File: src/rtl/irq_dispatch_ctrl_if.sv
// Register-file and memory-write bus between the interrupt dispatcher and
// the SM83 core datapath. The dispatcher is the master: it issues the 16-bit
// register reads/writes and the byte stores used for the PC push.

package irq_dispatch_pkg;
   // 16-bit register-pair selector shared with the core register file
   typedef enum logic [2:0] {
      RR_BC = 3'd0,
      RR_DE = 3'd1,
      RR_HL = 3'd2,
      RR_SP = 3'd3,
      RR_PC = 3'd4
   } register_nn_t;
endpackage

interface irq_dispatch_ctrl_if;
   import irq_dispatch_pkg::*;

   logic         rf_read_rr;
   register_nn_t rf_read_reg_rr;
   logic [15:0]  rf_data_out_rr;
   logic         rf_write_rr;
   register_nn_t rf_write_reg_rr;
   logic [15:0]  rf_data_in_rr;
   logic         mem_we;
   logic [15:0]  mem_addr;
   logic [7:0]   mem_wdata;

   modport master (
      output rf_read_rr,
      output rf_read_reg_rr,
      input  rf_data_out_rr,
      output rf_write_rr,
      output rf_write_reg_rr,
      output rf_data_in_rr,
      output mem_we,
      output mem_addr,
      output mem_wdata
   );

   modport slave (
      input  rf_read_rr,
      input  rf_read_reg_rr,
      output rf_data_out_rr,
      input  rf_write_rr,
      input  rf_write_reg_rr,
      input  rf_data_in_rr,
      input  mem_we,
      input  mem_addr,
      input  mem_wdata
   );
endinterface

File: src/rtl/irq_dispatch_ctrl.sv
// SM83 interrupt dispatch sequencer.
// At an opcode-fetch boundary with IME set and an enabled request pending,
// the core is stalled while PC is pushed (high byte first) below SP, SP is
// written back as SP-2, the winning IF bit is acknowledged and PC is loaded
// with the vector. Each state consumes exactly one M-cycle (m_tick).
// The HALT wake-up request is purely combinational and ignores IME.

module irq_dispatch_ctrl
   import irq_dispatch_pkg::*;
#(
   parameter int NUM_IRQ = 5
) (
   input  logic                clk,
   input  logic                rst,
   input  logic                m_tick,
   input  logic                instr_boundary,
   input  logic                ime,
   input  logic                halted,
   input  logic [NUM_IRQ-1:0]  if_in,
   input  logic [NUM_IRQ-1:0]  ie_in,
   output logic                busy,
   output logic                wake,
   output logic                ime_clr,
   output logic [NUM_IRQ-1:0]  irq_ack,
   irq_dispatch_ctrl_if.master bus
);

   typedef enum logic [2:0] {
      IDLE   = 3'd0,
      CAP_SP = 3'd1,
      DEC_SP = 3'd2,
      PUSH_H = 3'd3,
      PUSH_L = 3'd4,
      JUMP   = 3'd5
   } state_t;

   state_t              state_q, state_d;
   logic [15:0]         pc_q, pc_d;
   logic [15:0]         sp_q, sp_d;
   logic [NUM_IRQ-1:0]  pending;

   // SP decrement; 0x0000 wraps to 0xFFFF naturally in 16 bits
   function automatic logic [15:0] sp_dec(input logic [15:0] v);
      return v - 16'd1;
   endfunction

   // Isolate the lowest set request bit (bit 0 has highest priority)
   function automatic logic [NUM_IRQ-1:0] prio_onehot(input logic [NUM_IRQ-1:0] p);
      return p & (~p + {{(NUM_IRQ-1){1'b0}}, 1'b1});
   endfunction

   // Vector 0x0040 + 8*i for the winning bit, 0x0000 when nothing is left
   function automatic logic [15:0] prio_vector(input logic [NUM_IRQ-1:0] p);
      logic [15:0] v;
      v = 16'h0000;
      for (int i = NUM_IRQ - 1; i >= 0; i--) begin
         if (p[i]) begin
            v = 16'h0040 + 16'(8 * i);
         end
      end
      return v;
   endfunction

   assign pending = if_in & ie_in;

   // HALT exit does not depend on IME
   assign wake = halted & (|pending);

   // State and captured PC/SP; reset wins over any tick
   always_ff @(posedge clk) begin
      if (rst) begin
         state_q <= IDLE;
         pc_q    <= 16'h0000;
         sp_q    <= 16'h0000;
      end else begin
         state_q <= state_d;
         pc_q    <= pc_d;
         sp_q    <= sp_d;
      end
   end

   // Next-state and strobes; strobes exist only in a ticking clk, all idle in reset
   always_comb begin
      state_d             = state_q;
      pc_d                = pc_q;
      sp_d                = sp_q;
      busy                = 1'b0;
      ime_clr             = 1'b0;
      irq_ack             = '0;
      bus.rf_read_rr      = 1'b0;
      bus.rf_read_reg_rr  = RR_BC;
      bus.rf_write_rr     = 1'b0;
      bus.rf_write_reg_rr = RR_BC;
      bus.rf_data_in_rr   = 16'h0000;
      bus.mem_we          = 1'b0;
      bus.mem_addr        = 16'h0000;
      bus.mem_wdata       = 8'h00;

      if (!rst) begin
         busy = (state_q != IDLE);

         if (m_tick) begin
            unique case (state_q)
               IDLE: begin
                  if (ime && instr_boundary && (|pending)) begin
                     bus.rf_read_rr     = 1'b1;
                     bus.rf_read_reg_rr = RR_PC;
                     pc_d               = bus.rf_data_out_rr;
                     ime_clr            = 1'b1;
                     state_d            = CAP_SP;
                  end
               end

               CAP_SP: begin
                  bus.rf_read_rr     = 1'b1;
                  bus.rf_read_reg_rr = RR_SP;
                  sp_d               = bus.rf_data_out_rr;
                  state_d            = DEC_SP;
               end

               DEC_SP: begin
                  sp_d    = sp_dec(sp_q);
                  state_d = PUSH_H;
               end

               PUSH_H: begin
                  bus.mem_we    = 1'b1;
                  bus.mem_addr  = sp_q;
                  bus.mem_wdata = pc_q[15:8];
                  sp_d          = sp_dec(sp_q);
                  state_d       = PUSH_L;
               end

               PUSH_L: begin
                  // The high-byte store may have hit IE (0xFFFF), so the
                  // winner is chosen from pending as it stands right now.
                  bus.mem_we          = 1'b1;
                  bus.mem_addr        = sp_q;
                  bus.mem_wdata       = pc_q[7:0];
                  bus.rf_write_rr     = 1'b1;
                  bus.rf_write_reg_rr = RR_SP;
                  bus.rf_data_in_rr   = sp_q;
                  irq_ack             = prio_onehot(pending);
                  pc_d                = prio_vector(pending);
                  state_d             = JUMP;
               end

               JUMP: begin
                  bus.rf_write_rr     = 1'b1;
                  bus.rf_write_reg_rr = RR_PC;
                  bus.rf_data_in_rr   = pc_q;
                  state_d             = IDLE;
               end

               default: begin
                  state_d = IDLE;
               end
            endcase
         end
      end
   end

endmodule

File: src/flat_wrapper.sv
// flat-port wrapper written by rule: the top's interface ports become plain ports
module irq_dispatch_ctrl_flat import irq_dispatch_pkg::*;
#(
   parameter int NUM_IRQ = 5
)
  (clk, rst, m_tick, instr_boundary, ime, halted, if_in, ie_in, busy, wake, ime_clr, irq_ack, bus_rf_read_rr, bus_rf_read_reg_rr, bus_rf_data_out_rr, bus_rf_write_rr, bus_rf_write_reg_rr, bus_rf_data_in_rr, bus_mem_we, bus_mem_addr, bus_mem_wdata);
  irq_dispatch_ctrl_if bus_i ();
  input  logic clk;
  input  logic rst;
  input  logic m_tick;
  input  logic instr_boundary;
  input  logic ime;
  input  logic halted;
  input  logic [NUM_IRQ-1:0] if_in;
  input  logic [NUM_IRQ-1:0] ie_in;
  output logic busy;
  output logic wake;
  output logic ime_clr;
  output logic [NUM_IRQ-1:0] irq_ack;
  output wire logic [$bits(bus_i.rf_read_rr)-1:0] bus_rf_read_rr;
  output wire logic [$bits(bus_i.rf_read_reg_rr)-1:0] bus_rf_read_reg_rr;
  input wire logic [$bits(bus_i.rf_data_out_rr)-1:0] bus_rf_data_out_rr;
  output wire logic [$bits(bus_i.rf_write_rr)-1:0] bus_rf_write_rr;
  output wire logic [$bits(bus_i.rf_write_reg_rr)-1:0] bus_rf_write_reg_rr;
  output wire logic [$bits(bus_i.rf_data_in_rr)-1:0] bus_rf_data_in_rr;
  output wire logic [$bits(bus_i.mem_we)-1:0] bus_mem_we;
  output wire logic [$bits(bus_i.mem_addr)-1:0] bus_mem_addr;
  output wire logic [$bits(bus_i.mem_wdata)-1:0] bus_mem_wdata;
  assign bus_rf_read_rr = bus_i.rf_read_rr;
  assign bus_rf_read_reg_rr = bus_i.rf_read_reg_rr;
  assign bus_i.rf_data_out_rr = bus_rf_data_out_rr;
  assign bus_rf_write_rr = bus_i.rf_write_rr;
  assign bus_rf_write_reg_rr = bus_i.rf_write_reg_rr;
  assign bus_rf_data_in_rr = bus_i.rf_data_in_rr;
  assign bus_mem_we = bus_i.mem_we;
  assign bus_mem_addr = bus_i.mem_addr;
  assign bus_mem_wdata = bus_i.mem_wdata;
  irq_dispatch_ctrl #(.NUM_IRQ(NUM_IRQ)) u_core (.clk(clk), .rst(rst), .m_tick(m_tick), .instr_boundary(instr_boundary), .ime(ime), .halted(halted), .if_in(if_in), .ie_in(ie_in), .busy(busy), .wake(wake), .ime_clr(ime_clr), .irq_ack(irq_ack), .bus(bus_i));
endmodule
File: config.mk
export PLATFORM = sky130hd
export DESIGN_NAME = irq_dispatch_ctrl_flat
export DESIGN_NICKNAME = d
export VERILOG_FILES = /design/src/rtl/irq_dispatch_ctrl_if.sv /design/src/rtl/irq_dispatch_ctrl.sv /design/src/flat_wrapper.sv
export SDC_FILE = /design/constraint.sdc
export NUM_CORES = 1
export LEC_CHECK = 0
export ABC_AREA = 0
export BUFFER_PORTS_ARGS = -buffer_cell sky130_fd_sc_hd__buf_2
export CAP_MARGIN = 5
export CORE_MARGIN = 2
export CORE_UTILIZATION = 50
export DETAILED_ROUTE_END_ITERATION = 16
export GPL_TIMING_DRIVEN = 0
export PLACE_DENSITY_LB_ADDON = 0.12
export SLEW_MARGIN = 20
export SYNTH_ARGS = -nofsm -noshare
export SYNTH_HDL_FRONTEND = slang
export SYNTH_SLANG_ARGS = --single-unit
export TNS_END_PERCENT = 5
File: constraint.sdc
create_clock -name clk -period 3.3 [get_ports clk]
set_input_delay 0.825 -clock clk [delete_from_list [all_inputs] [get_ports clk]]
set_output_delay 0.825 -clock clk [all_outputs]
set_load 0.02 [all_outputs]
==> results of run 1 <==
==> state kept, by name (all words and copies together) (netlist names) <==
name            count
u_core.sp_q        16
u_core.pc_q        16
u_core.state_q      3
==> metal layers <==
layer / track usage (%) / up-vias / share of wire (%)
met5: 0 / - / 0
met2: 48.3 / 222 / 45
met1: 43.1 / 1416 / 42
met3: 4.28 / 31 / 11
met4: 10.5 / 0 / 3.0
li1: - / 1445 / -
==> per-stage QoR <==
stage	instance area (um2)	cells	total power, mW	util, %
2_1_floorplan	2500	337	0.701	-
5_1_grt	3170	499	1.25	66.3
6_report	3170	499	1.21	66.3
3_3_place_gp	3030	492	0.789	63.3
3_5_place_dp	3030	492	0.796	63.3
4_1_cts	3160	499	1.20	66.0
==> cell usage in the layout, fill, tap and decap left out, types with 7 or more instances in the layout <==
cell type	count
nor2_1	33
nor4_1	8
nand4_1	18
o21ai_0	22
buf_2	90
dfxtp_1	35
and2_1	18
a22o_1	11
nor3_1	12
a211oi_1	7
a21oi_1	33
mux2i_1	19
nand2_1	11
inv_1	9
clkbuf_1	21
==> final cells by class <==
class                   count  area [um2]  area share (%)
multi-input cells         258        1650            52.0
repair buffers             88         440            13.9
flip-flops and latches     35         701            22.1
inverters                  12        45.0            1.42
clock inverters             2        35.0            1.10
clock buffers               6        82.6            2.60
plain buffers              31         136            4.30
well taps                  67        83.8            2.64
==> how the worst min path moves through the flow <==
stage | startpoint | to | slack [ps] | cells after the start
after floorplan | u_core.pc_q[6]$_SDFFE_PP0P_ | u_core.pc_q[6]$_SDFFE_PP0P_ | 450 | 2
after global placement | u_core.pc_q[12]$_SDFFE_PP0P_ | u_core.pc_q[12]$_SDFFE_PP0P_ | 480 | 2
after detailed placement | u_core.pc_q[10]$_SDFFE_PP0P_ | u_core.pc_q[10]$_SDFFE_PP0P_ | 490 | 2
after CTS | u_core.pc_q[10]$_SDFFE_PP0P_ | u_core.pc_q[10]$_SDFFE_PP0P_ | 500 | 2
after global routing | u_core.pc_q[10]$_SDFFE_PP0P_ | u_core.pc_q[10]$_SDFFE_PP0P_ | 520 | 2
final | u_core.pc_q[10]$_SDFFE_PP0P_ | u_core.pc_q[10]$_SDFFE_PP0P_ | 490 | 2
==> timing repair <==
item | 4_1_cts | 5_1_grt
buffers inserted | 0 | 0
endpoints found under the setup margin | 17 | 18
resized for setup | 3 | 4
==> logic make-up (layout without fill, tap and decap cells) <==
group                    count (synthesis)  count (layout)  share of synthesized area [%]
multiplexers                            19              19                           7.60
adder cells (fa/ha/maj)                  1               1                          0.500
flip-flops                              35              35                           28.0
AND/OR/NAND/NOR                        132             132                           28.9
buffers and inverters                   44             139                           7.30
AO/OA/AOI/OAI                          105             105                           27.3
XOR/XNOR                                 1               1                          0.350
==> report_power, final <==
part / leakage [nW] / switching [mW] / internal (mW)
clock network: 0.0612 / 0.165 / 0.244
registers: 0.284 / 0.0329 / 0.448
logic: 0.974 / 0.196 / 0.125
total: 1.32 / 0.394 / 0.817
==> critical path: cells and delay by family <==
kind	cells	cell delay, ps
compound gates	1	150
buf+inv	4	560
simple gates	4	800
==> metrics.cfg, run 1 <==
[grt]
grt_use_total_pct=30.6
overflow=0
grt_antenna_before_repair=0
grt_pass1_wl_um=13100
grt_pass1_vias=2586
grt_start_max_net_pins=12

[synth]
yosys.area.top_type=dfxtp_1
yosysWarnings=0
synth_edf_count=0
synth.most_common_cell=dfxtp_1
synthTopCellsByArea=dfxtp_1 28%, mux2i_1 7.6%, a21oi_1 6.6%
ys_types=56
synth.cell_area_mm2=0.00250
synth_fp_nets=370
synth.top_cell.area_share_pct=28.0
synth_ff_type=dfxtp_1
ys_top_cells_by_count=35 x dfxtp_1, 34 x nor2_1, 33 x a21oi_1
ys_ff_latch=35
yosysSeqAreaShare_pct=28.0
synth-async-reset-ratio_pct=0
avgSynthCellArea_um2=7.43
syn_inst=337

[placed_design]
gp_congestion=1.03
dp.final_hpwl_um=6560
io_buffers=88
dp_slack_ps=-317

[timing]
hold_viol_final=0
drv_slew=0
finalSetupViolations=0
period_needed_ps=3150
rsz0062_at_grt=no
period_share_pct=95.6
max_freq_ghz=0.317
fin_hold_ws_ps=495
fin_worst_skew_ps=6.06
max_slew_margin_pct=54.0
fin_setup_tns_ps=0
layout_setup_ws_ps=146
worstMarginPinSlew_ps=689

[flow_run]
maxCapViolCount=0

[setup_path]
worst_r2r_path_depth=7
crit_slowest_cell=or3_4
rr_endpoint=u_core.sp_q[14]$_SDFFE_PP0P_
max_stage_delay_ps=420
timing.rr.start=u_core.sp_q[0]$_SDFFE_PP0P_
start_kind=primary input
setup.worst_path.end=bus_mem_addr[8]
crit_chain=buf_2, nand2b_1, or3_4, inv_2, nand2_2, o21ai_4, clkbuf_2, and2_1, buf_2
cp_max_fo=10
crit_start=m_tick
arrival_ps=2330
required_ps=2470
endpoint_kind=output port
cpMostUsedCell=buf_2
path_class=primary input to output port
regToRegSetupSlack_ps=1010

[routing]
ant_nets=0
avgRoutedWirePerCell_um=17.3
vias=3114
first_iter_violations=350
drt_pass1_iterations=5
drt-total-wl_um=8630
vias_per_cell=6.24
drcViolationCount=0

[finish]
layout-drive-gt1-share_pct=26.6
fillers=446
area_delta_synth_final_pct=26.7
n_antenna_cell=0
layout.nets=464

[clock_tree]
ctsLongestPathBuffers=2
cts_hold_buf=0
cts.sinks=35
h-tree-depth=2
cts_tree=yes
clock_latency_ps=300
path_clk_slew_ps=70
cts_buffers=5
cts_root_buffer=clkbuf_8

[hold_path]
hp-class=register to register

[floorplan]
floorplan.die_area_mm2=0.00559
start_util_pct=52.3
rows=25
die_w_um=74.8
die_h_um=74.8
pin_count=89
core_area_mm2=0.00479

[power_and_ir_drop]
max-vdd-ir-drop_uv=313
p_leak_nw=1.32
power.density_mw_per_mm2=382

[run_status]
status=completed

Power figures use the tool's default switching activity.
==> run 2: changes to the inputs <==
Settings changed: PLACE_DENSITY set to 0.8, PLACE_DENSITY_LB_ADDON 0.12 to not set, SLEW_MARGIN 20 to 10.
==> metrics.cfg, run 2 (synthesis results as in run 1) <==
[finish]
reg_top3=u_core.pc_q x16, u_core.sp_q x16, u_core.state_q x3
layout.nets=464
final_cell_mix=91 x buf_2, 35 x dfxtp_1, 33 x nor2_1, 33 x a21oi_1
n_antenna_cell=0
area_delta_synth_final_pct=27.0
layout-drive-gt1-share_pct=26.2
final_common_cell=buf_2
postLayoutCoreUtil_pct=66.5
final_cells=499

[clock_tree]
cts_root_buffer=clkbuf_8
path_clk_slew_ps=70
h-tree-depth=2
cts.sinks=35
postCtsSetupRepairBufs=0
ctsLongestPathBuffers=2
cts_hold_buf=0
cts_buffers=5
clock_latency_ps=290
cts_tree=yes

[timing]
max_freq_ghz=0.321
max_slew_margin_pct=30.6
rsz0062_at_grt=no
fin_hold_ws_ps=497
finalSetupViolations=0
drv_slew=0
period_needed_ps=3120
period_share_pct=94.4
fin_setup_tns_ps=0
worstMarginPinSlew_ps=1030
fin_worst_skew_ps=9.31
hold_viol_final=0

[placed_design]
io_buffers=88
gp_congestion=0.968
dp.final_hpwl_um=6590
dp_cells=492

[setup_path]
max_stage_delay_ps=420
endpoint_kind=output port
crit_chain=buf_2, nand2b_1, or3_4, inv_2, nand2_2, o21ai_4, buf_2, and2_1, buf_2
arrival_ps=2290
path_class=primary input to output port
crit_slowest_cell=or3_4
required_ps=2470
cp_max_fo=10
start_kind=primary input
cpMostUsedCell=buf_2

[power_and_ir_drop]
p_leak_nw=1.32
power.density_mw_per_mm2=398
power.total_mw=1.27
max-vdd-ir-drop_uv=283

[grt]
overflow=0
busiest_layer=met2
grt_pass1_wl_um=13200
grt_pass1_vias=2716
grtUsageMet1_pct=42.1
grt_use_met3_pct=5.22
grt_start_max_net_pins=12
met2_usage_pct=47.5
grt_use_total_pct=30.9
grt_antenna_before_repair=0

[floorplan]
core_area_mm2=0.00479
pin_count=89
die_w_um=74.8
die_h_um=74.8
floorplan.die_area_mm2=0.00559
start_util_pct=52.3
rows=25

[routing]
vias=3141
drt_pass1_iterations=6
drt-total-wl_um=8680
drcViolationCount=0
first_iter_violations=304
avgRoutedWirePerCell_um=17.4
ant_nets=0
vias_per_cell=6.29

[run_status]
status=completed

[hold_path]
hp-class=register to register

[flow_run]
maxCapViolCount=0

==> run 2: report_power, final <==
part	internal [mW]	switching (mW)	total, mW	leakage (nW)
clock network	0.302	0.161	0.463	0.0654
registers	0.448	0.0338	0.482	0.284
logic	0.125	0.196	0.321	0.973
total	0.875	0.391	1.27	1.32
==> run 2: layer usage <==
| layer | up-vias | share of wire, % |
|---|---|---|
| li1 | 1448 | - |
| met1 | 1457 | 41 |
| met2 | 206 | 46 |
| met3 | 30 | 9.3 |
| met4 | 0 | 3.7 |
| met5 | - | 0 |
==> run 2: final cells by class <==
class	count	area, um2
Clock inverter	2	60.1
Buffer	31	136
Fill cell	429	1610
Multi-Input combinational cell	258	1640
Clock buffer	6	72.6
Tap cell	67	83.8
Timing Repair Buffer	88	440
Sequential cell	35	701
Inverter	12	45.0
==> run 2: final timing paths <==
path | depth (start not counted) | from | slack [ps] | to
setup / recovery | 9 | m_tick | 180 | bus_mem_addr[8]
hold / removal | 2 | u_core.pc_q[10]$_SDFFE_PP0P_ | 500 | u_core.pc_q[10]$_SDFFE_PP0P_
setup reg to reg | 5 | u_core.state_q[1]$_SDFFE_PP0P_ | 870 | u_core.pc_q[9]$_SDFFE_PP0P_
hold reg to reg | 2 | u_core.pc_q[10]$_SDFFE_PP0P_ | 500 | u_core.pc_q[10]$_SDFFE_PP0P_
==> run 2: critical path, delay by kind of cell <==
| family | cells | cell delay (ps) |
|---|---|---|
| AO/OA/AOI/OAI | 1 | 130 |
| buffers and inverters | 4 | 540 |
| AND/OR/NAND/NOR | 4 | 780 |
==> run 2: through the flow <==
| step | cell area (um2) | worst slack (ps) |
|---|---|---|
| final | 3180 | 184 |
| after global routing | 3180 | 33.2 |
| after CTS | 3180 | 20.0 |
| after detailed placement | 3030 | -271 |
| after global placement | 3030 | -220 |
| after floorplan | 2500 | 71.4 |
==> run 2: repair_timing <==
action | in CTS | in global routing
setup endpoints to repair | 17 | 14
gates resized for setup | 4 | 4
pin swaps | 0 | 0
==> run 3: changes to the inputs <==
Settings changed: PLACE_DENSITY 0.8 to 0.86.
==> metrics.cfg, run 3 (synthesis results as in run 1) <==
[setup_path]
start_kind=primary input
worst_r2r_path_depth=5
cpMostUsedCell=buf_2
regToRegSetupSlack_ps=640
max_stage_delay_ps=410
crit_slowest_cell=clkbuf_1
endpoint_kind=output port
arrival_ps=2460
required_ps=2470
cp_max_fo=10
path_class=primary input to output port
crit_chain=buf_2, clkbuf_1, nand4_1, o21ai_4, clkbuf_2, and2_1, buf_2

[timing]
hold_viol_final=0
max_slew_margin_pct=9.03
fin_worst_skew_ps=12.0
period_needed_ps=3280
finalSetupViolations=0
max_freq_ghz=0.304
worstMarginPinSlew_ps=1350
fin_setup_tns_ps=0
rsz0062_at_grt=yes
period_share_pct=99.5
drv_slew=0

[hold_path]
hp-class=register to register
min_delay_path_depth=2

[finish]
final_cell_mix=90 x buf_2, 35 x dfxtp_1, 33 x nor2_1, 33 x a21oi_1, 23 x clkbuf_1
multi_input_area_mm2=0.00164
final_common_cell=buf_2
area_delta_synth_final_pct=27.0
seq_area_um2=701
layout-drive-gt1-share_pct=25.9
fillers=443
postLayoutCoreUtil_pct=66.4
layout.nets=464
reg_top3=u_core.pc_q x16, u_core.sp_q x16, u_core.state_q x3
n_antenna_cell=0

[power_and_ir_drop]
power.density_mw_per_mm2=401
internal-power_uw=875
p_leak_nw=1.32
clockPowerShare_pct=37.0
max-vdd-ir-drop_uv=333
p_comb_share_pct=25.2
swShare_pct=31.3
pwr-share-seq_pct=37.8
p_switching_uw=399

[floorplan]
floorplan.die_area_mm2=0.00559
die_w_um=74.8
core_area_mm2=0.00479
pin_count=89
die_h_um=74.8
rows=25
start_util_pct=52.3

[clock_tree]
path_clk_slew_ps=70
cts.sinks=35
clock_latency_ps=300
cts_root_buffer=clkbuf_8
cts_tree=yes
h-tree-depth=2
cts_hold_buf=0
ctsLongestPathBuffers=2
cts_buffers=5

[grt]
grt_start_max_net_pins=12
overflow=0
grt_pass1_wl_um=13200
grt_antenna_before_repair=0
grt_pass1_vias=2708
grt_use_total_pct=31.2

[routing]
drt_pass1_iterations=6
vias_per_cell=6.32
first_iter_violations=506
vias=3155
drt-total-wl_um=8730
avgRoutedWirePerCell_um=17.5
drcViolationCount=0
ant_nets=0

[placed_design]
dp.final_hpwl_um=6460
gp_congestion=0.996
io_buffers=88

[flow_run]
maxCapViolCount=0

[run_status]
status=completed

[run 3: changes by cell type in the layout (fill, tap and decap cells not counted), sizes merged]
cell	delta
buf	-1
clkbuf	+1
[run 3: timing repair]
| action | in CTS | in global routing |
|---|---|---|
| resized for setup | 3 | 2 |
| gates cloned | 0 | 0 |
| endpoints found under the setup margin | 17 | 17 |
| buffers inserted | 0 | 0 |
[run 3: worst paths after layout]
check,startpoint,endpoint
max,m_tick,bus_mem_addr[9]
min,u_core.pc_q[8]$_SDFFE_PP0P_,u_core.pc_q[8]$_SDFFE_PP0P_
max reg2reg,u_core.state_q[1]$_SDFFE_PP0P_,u_core.pc_q[7]$_SDFFE_PP0P_
min reg2reg,u_core.pc_q[8]$_SDFFE_PP0P_,u_core.pc_q[8]$_SDFFE_PP0P_
[run 3: per-layer routing]
metal  part of all wire, %  GRT usage (%)  wire [um]  vias up
li1                      -              -          -     1443
met1                    40           41.7       3480     1421
met2                    46           49.8       3980      249
met3                    11           6.43        935       42
met4                   3.7           12.1        323        0
met5                     0              0          0        -
[run 3: per-stage QoR]
| stage | cells | hold WS [ps] | power [mW] | setup WS (ps) | instance area [um2] |
|---|---|---|---|---|---|
| after floorplan | 337 | 448 | 0.701 | 71.4 | 2500 |
| after global placement | 492 | 479 | 0.786 | -275 | 3030 |
| after detailed placement | 492 | 483 | 0.795 | -304 | 3030 |
| after CTS | 499 | 495 | 1.26 | 43.4 | 3170 |
| after global routing | 499 | 514 | 1.32 | -98.5 | 3180 |
| final | 499 | 497 | 1.27 | 15.4 | 3180 |
[run 3: cell type report]
class	count	share of cell area, %
Inverter	12	1.42
Sequential cell	35	22.0
Buffer	31	4.25
Clock buffer	6	2.28
Clock inverter	2	1.89
Timing Repair Buffer	88	13.9
Tap cell	67	2.64
Multi-Input combinational cell	258	51.6
[run 3: power groups by stage]
stage	clock, mW	sequential, mW	combinational [mW]
global route	0.490	0.483	0.348
detailed placement	0	0.488	0.307
finish	0.472	0.481	0.321
global placement	0	0.488	0.298
CTS	0.469	0.479	0.311
floorplan	0	0.477	0.225
[run 3: critical path, delay by kind of cell]
family	cells	cell delay (ps)
buffers and inverters	4	870
AO/OA/AOI/OAI	1	310
AND/OR/NAND/NOR	2	440
